===== src/rtl/machina_pkg.sv =====
// Shared widths for the neural datapath blocks.
package machina_pkg;
  localparam int DEF_ARGW = 16;
  localparam int DEF_RESW = 8;
  localparam int DEF_ERRW = 16;
  localparam int DEF_FBKW = 16;
endpackage


===== src/rtl/heaviside_unit_skid_reg.sv =====
// Single-entry valid/ready output register that refills on the same edge it drains.
module skid_reg #(
  parameter int W = 8
) (
  input  logic         clock,
  input  logic         reset_n,
  input  logic         enable,
  input  logic         in_stb,
  input  logic [W-1:0] in_dat,
  output logic         in_rdy,
  output logic         out_stb,
  output logic [W-1:0] out_dat,
  input  logic         out_rdy
);

  logic load;

  assign in_rdy = enable && (!out_stb || out_rdy);
  assign load   = in_stb && in_rdy;

  // A new load wins over a drain on the same edge, keeping throughput at one per cycle.
  always_ff @(posedge clock or negedge reset_n) begin
    if (!reset_n) begin
      out_stb <= 1'b0;
      out_dat <= '0;
    end else if (load) begin
      out_stb <= 1'b1;
      out_dat <= in_dat;
    end else if (out_rdy) begin
      out_stb <= 1'b0;
    end
  end

endmodule


===== src/rtl/heaviside_unit.sv =====
// Heaviside step activation: thresholded forward pass and straight-through backward pass.
module heaviside_unit
  import machina_pkg::*;
#(
  parameter int ARGW = DEF_ARGW,
  parameter int RESW = DEF_RESW,
  parameter int ERRW = DEF_ERRW,
  parameter int FBKW = DEF_FBKW
) (
  input  logic            clock,
  input  logic            reset_n,
  input  logic            en,
  input  logic            arg_stb,
  input  logic [ARGW-1:0] arg_dat,
  output logic            arg_rdy,
  output logic            res_stb,
  output logic [RESW-1:0] res_dat,
  input  logic            res_rdy,
  input  logic            err_stb,
  input  logic [ERRW-1:0] err_dat,
  output logic            err_rdy,
  output logic            fbk_stb,
  output logic [FBKW-1:0] fbk_dat,
  input  logic            fbk_rdy
);

  logic [RESW-1:0] step_val;
  logic [FBKW-1:0] fbk_ext;
  logic            fbk_in_rdy;

  // Zero counts as "on", so only a set sign bit turns the output off.
  assign step_val = ($signed(arg_dat) >= $signed(ARGW'(0))) ? '1 : '0;
  assign fbk_ext  = FBKW'($signed(err_dat));

  skid_reg #(.W(RESW)) u_res (
    .clock   (clock),
    .reset_n (reset_n),
    .enable  (1'b1),
    .in_stb  (arg_stb),
    .in_dat  (step_val),
    .in_rdy  (arg_rdy),
    .out_stb (res_stb),
    .out_dat (res_dat),
    .out_rdy (res_rdy)
  );

  skid_reg #(.W(FBKW)) u_fbk (
    .clock   (clock),
    .reset_n (reset_n),
    .enable  (en),
    .in_stb  (err_stb),
    .in_dat  (fbk_ext),
    .in_rdy  (fbk_in_rdy),
    .out_stb (fbk_stb),
    .out_dat (fbk_dat),
    .out_rdy (fbk_rdy)
  );

  // Errors are refused while reset is held even if training is enabled.
  assign err_rdy = reset_n && fbk_in_rdy;

endmodule


===== config.mk =====
export PLATFORM = sky130hd
export DESIGN_NAME = heaviside_unit
export DESIGN_NICKNAME = d
export VERILOG_FILES = /design/src/rtl/machina_pkg.sv /design/src/rtl/heaviside_unit_skid_reg.sv /design/src/rtl/heaviside_unit.sv
export SDC_FILE = /design/constraint.sdc
export NUM_CORES = 1
export LEC_CHECK = 0
export CAP_MARGIN = 20
export CORE_MARGIN = 10
export CORE_UTILIZATION = 29
export CTS_CLUSTER_DIAMETER = 50
export DETAILED_ROUTE_END_ITERATION = 8
export GPL_ROUTABILITY_DRIVEN = 0
export PLACE_DENSITY = 0.79
export SLEW_MARGIN = 20
export SYNTH_ARGS = -nofsm -noshare
export SYNTH_HDL_FRONTEND = slang
export SYNTH_SLANG_ARGS = --single-unit

===== constraint.sdc =====
create_clock -name clock -period 2.03 [get_ports clock]
set_input_delay 0.203 -clock clock [delete_from_list [all_inputs] [get_ports clock]]
set_output_delay 0.203 -clock clock [all_outputs]
set_load 0.05 [all_outputs]

==> impl_metrics.ini, run 1 <==
[synthesis]
synth_common_cells = dfrtp_1, mux2_4, buf_4
synthDistinctLibCells = 13
ys_top_cells_by_area = dfrtp_1, mux2_4, mux2_2
ys_ff_latch = 19
synth.largest_area_cell = dfrtp_1
postSynthAreaPerCell_um2 = 15.73
syn_area_um2 = 849.6
synth_edf_count = 0
synthCells = 54
synth_most_common_cell = dfrtp_1
yosys.area.top_type_share_pct = 55.96
ys_warn_count = 0
yosys_most_used_dff = dfrtp_1
syn_nets = 93
ys_seq_area_share_pct = 55.96
synthArstFlopShare_pct = 100.0

[clock_network]
cts_buffer_depth = 2
clock_latency_ns = 0.29
cts-hold-fix-buffers = 0
cts_sinks = 19
cts-root-buf = clkbuf_4
post_cts.repair.setup_buffers = 0
cts_resized = 0
clk_pin_slew_ns = 0.11
cts_made_buffers = 3
h-tree-depth = 1
cts_tree = built

[grt]
grt_pass1_wl_um = 3153
antenna_found_initial = 0
grt_pass1_vias = 627
grt_max_degree = 20
grt_overflow = 0
grt.total_usage_pct = 7.377

[layout]
final_util_pct = 49.08
drive_gt1_share_pct = 26.47
final_area_um2 = 1365
num_antenna_cells = 0
area_growth_pct = 60.68
final_net_count = 142

[worst_setup_path]
crit_family = buffers and inverters
cp_cell_sequence = clkdlybuf4s50_1
cpPeakStageDelay_ns = 0.86
arrival_ns = 1.63
critPathCaptureType = primary output
path_class = reg2out
cp.required_ns = 1.83
crit_path_start_kind = flop
critPathMaxFanout = 9
critPathBufInv = 1
slowest_stage = clkdlybuf4s50_1

[placement]
postPlaceCellArea_um2 = 1338
port_buffers = 51
pre_cts_slack_ns = 0.2472

[power_and_ir_drop]
seqPwrFrac_pct = 36.1
comb_power_share_pct = 49.7
p_sw_w = 0.0005537
power.share.clock_pct = 14.2
sw_frac_of_total_pct = 41.63
vdd_ir_drop_max_v = 0.0005553
p_per_area_nw_per_um2 = 974.2
internal-power_w = 0.0007762
leakagePower_nw = 0.6013

[sta]
final.setup_skew_ns = 0.003292
relSlewSlack_pct = 64.96
grt_setup_unrepaired = no
min_period_ns = 1.828
fmax_mhz = 547.0
finalSetupTns_ns = 0
worst_slew_pin_slew_ns = 0.5240
setup_slack_ns = 0.2017
setup_viol = 0
fin_hold_ws_ns = 0.2758
report.final.slew_viol_count = 0
hold_viol_final = 0
timing.final.crit_share_pct = 90.06

[floorplan]
die_x_um = 74.13
die_height_um = 74.13
row_count = 19
ioPinCount = 67
core_um2 = 2781
initial_core_util_pct = 30.54
die-area_um2 = 5495

[routing]
antenna_left = 0
first_pass_iters = 2
drt_iter0_drc = 8
vias = 593
drc = 0
wl_per_cell_um = 16.28
avgViaCountPerCell = 4.459
wirelength_um = 2165

[run_status]
status = completed

[job]
drv_cap = 0

[min_path]
hold_class = in2async
-- path summary, 6_finish.rpt --
check                                 start  slack [ns]                 to  cells past startpoint
min reg2reg                u_fbk.out_dat[2]        0.52   u_fbk.out_dat[2]                      1
min in group clock              arg_dat[15]        0.46   u_res.out_dat[6]                      2
min                                 reset_n        0.28  u_fbk.out_dat[10]                      2
max in group asynchronous           reset_n        1.56   u_fbk.out_dat[2]                      2
max reg2reg                   u_fbk.out_stb        0.58  u_fbk.out_dat[14]                      4
max                        u_res.out_dat[6]        0.20         res_dat[0]                      1
-- flip-flops by register name (all words and copies together) (netlist names) --
signal,count
u_res.out_dat,1
u_fbk.out_stb,1
u_res.out_stb,1
u_fbk.out_dat,16
-- power by group through the flow --
stage                     registers [W]  logic (W)  clock network, W
after floorplan                0.000716   0.000220                 0
after global placement         0.000484   0.000664                 0
after detailed placement       0.000489   0.000669                 0
after CTS                      0.000482   0.000671          0.000198
after global routing           0.000489   0.000687          0.000222
final                          0.000481   0.000661          0.000188
-- routing by layer --
layer  global-route usage, %  share of wire (%)
met1                   7.298                 35
met2                   12.78                 50
met3                   2.527                 13
met4                   4.969                1.9
met5                       0                  0
-- metrics by stage --
stage	instances	total power [W]
2_1_floorplan	54	0.0009353
3_3_place_gp	129	0.001148
3_5_place_dp	129	0.001158
4_1_cts	133	0.001351
5_1_grt	133	0.001398
6_report	133	0.001330
-- placed cells by master, fill, tap and decap left out --
master           Yosys  final
clkdlybuf4s50_1      0     49
buf_4                7      3
nor2b_4              1      1
nand2b_1             2      2
dfrtp_1             19     19
clkbuf_4             0      3
inv_1                1      1
mux2_4              10     10
nand2_1              3      3
clkinv_2             0      1
mux2i_1              1      1
buf_12               1      1
mux2_2               6      6
and3_2               1      1
nand2b_4             1      1
-- cells by family after synthesis --
family	count (synthesis)	share of synthesized area, %
buf+inv	10	10.31
mux	17	26.80
flops	19	55.97
simple gates	8	6.921
-- area by class of cell --
class / instances / area [µm²]
fill: 256 / 1416
inverter: 1 / 3.754
multi-input combinational: 25 / 286.5
timing repair buffer: 53 / 533.0
clock buffer: 3 / 22.52
clock inverter: 1 / 5.005
sequential: 19 / 475.5
tap: 31 / 38.79
Power figures use the tool's default switching activity.
==> run 2, diff against run 1 <==
CAP_MARGIN = 0   (was 20)
CTS_CLUSTER_DIAMETER = 200   (was 50)
==> results of run 2 <==
No change in the layout: final DEF, timing and power equal those of run 1.
==> run 3, diff against run 2 <==
PLACE_DENSITY = 0.82   (was 0.79)
clock period = 1.5 ns   (was 2.03 ns; I/O delays follow)
==> impl_metrics.ini, run 3 (synthesis results as in run 1) <==
[job]
drv_cap = 0

[placement]
port_buffers = 51
hpwl_um = 1970

[min_path]
hold_class = in2async

[power_and_ir_drop]
comb_power_share_pct = 52.0
internal-power_w = 0.001110
sw_frac_of_total_pct = 41.45
p_sw_w = 0.0007858
power.share.clock_pct = 13.9
vdd_ir_drop_max_v = 0.0007975
seqPwrFrac_pct = 34.1
leakagePower_nw = 0.6875
p_per_area_nw_per_um2 = 1295

[floorplan]
row_count = 19
die_x_um = 74.13
die_height_um = 74.13
initial_core_util_pct = 30.54
ioPinCount = 67
core_um2 = 2781
die-area_um2 = 5495

[routing]
antenna_left = 0
wirelength_um = 2334
wl_per_cell_um = 17.16
drt_iter0_drc = 40
first_pass_iters = 4
avgViaCountPerCell = 4.272
drc = 0
vias = 581

[run_status]
status = completed

[sta]
fin_hold_ws_ns = 0.2281
setup_viol = 0
grt_setup_unrepaired = no
hold_viol_final = 0
relSlewSlack_pct = 83.26
report.final.slew_viol_count = 0
worst_slew_pin_slew_ns = 0.2511
final.setup_skew_ns = 0.007883
min_period_ns = 1.384
fmax_mhz = 722.7
timing.final.crit_share_pct = 92.25

[worst_setup_path]
path_class = reg2out
crit_path_start_kind = flop
cp.required_ns = 1.35
critPathCaptureType = primary output
arrival_ns = 1.23
critPathMaxFanout = 2

[clock_network]
cts_made_buffers = 3
cts_sinks = 19
cts-hold-fix-buffers = 0
cts-root-buf = clkbuf_4
h-tree-depth = 1
cts_resized = 0
cts_buffer_depth = 2
post_cts.repair.setup_buffers = 0
clock_latency_ns = 0.30
cts_tree = built
clk_pin_slew_ns = 0.12

[grt]
grt_pass1_wl_um = 3677
grt_max_degree = 20
grt_overflow = 0
antenna_found_initial = 0
grt.total_usage_pct = 8.748
grt_pass1_vias = 706

[layout]
area_growth_pct = 72.31
final_util_pct = 52.63
largest_reg_flops = 16
multi_input_area_um2 = 289.0
fill_cells = 244
final_common_cell = clkdlybuf4s50_1
mostFrequentLayoutCells = clkdlybuf4s50_1, buf_4, dfrtp_1
regMostFlops = u_fbk.out_dat
seqCellArea_um2 = 476.7
drive_gt1_share_pct = 55.24
num_antenna_cells = 0
final_net_count = 145
run 3: changes by cell type in the layout (fill, tap and decap cells not counted), sizes merged:
cell,change
clkdlybuf4s50,-26
buf,+29
run 3: area by class of cell:
type | count | area share (%)
timing repair buffer | 56 | 42.91
sequential | 19 | 32.56
multi-input combinational | 25 | 19.74
tap | 31 | 2.650
clock buffer | 3 | 1.538
clock inverter | 1 | 0.3419
inverter | 1 | 0.2564
run 3: path summary, 6_finish.rpt:
kind,startpoint,to,slack [ns],cells past startpoint
max in group asynchronous,reset_n,u_fbk.out_stb,1.05,2
worst min register to register,u_fbk.out_dat[6],u_fbk.out_dat[6],0.52,1
worst max-delay path,u_fbk.out_stb,err_rdy,0.12,4
worst max register to register,u_fbk.out_stb,u_fbk.out_dat[9],0.22,4
worst min-delay path,reset_n,u_fbk.out_dat[9],0.23,2
min in group clock,arg_dat[15],u_res.out_dat[6],0.42,2
run 3: stage by stage:
| step | std cells | cell area [µm²] | setup TNS (ns) | worst slack, ns | power, W |
|---|---|---|---|---|---|
| global placement | 132 | 1436 | -0.09374 | -0.01199 | 0.001639 |
| global route | 136 | 1464 | 0 | 0.04554 | 0.001995 |
| detailed placement | 132 | 1436 | -0.3316 | -0.03210 | 0.001657 |
| finish | 136 | 1464 | 0 | 0.1163 | 0.001896 |
| CTS | 136 | 1464 | 0 | 0.08571 | 0.001929 |
| floorplan | 54 | 853.3 | 0 | 0.07844 | 0.001267 |
run 3: critical path, cell delays in order, from the launching register on:
cell and delay [ns]:
dfrtp_2 0.40, nand2b_4 0.05, buf_4 0.12, and3_2 0.22, buf_12 0.15
run 3: metal layers:
metal	up-vias	wire length, µm	track usage, %
met2	28	1222	15.06
met1	279	874	9.828
met3	2	225	3.324
met4	0	11	2.484
li1	272	-	-
met5	-	0	0
run 3: power by group through the flow:
stage,logic [W],registers (W),clock network [W]
5_1_grt,0.00103,0.000661,0.000305
6_report,0.000985,0.000647,0.000264
2_1_floorplan,0.000298,0.000969,0
4_1_cts,0.000999,0.000649,0.000282
3_5_place_dp,0.000998,0.000659,0
3_3_place_gp,0.000987,0.000652,0
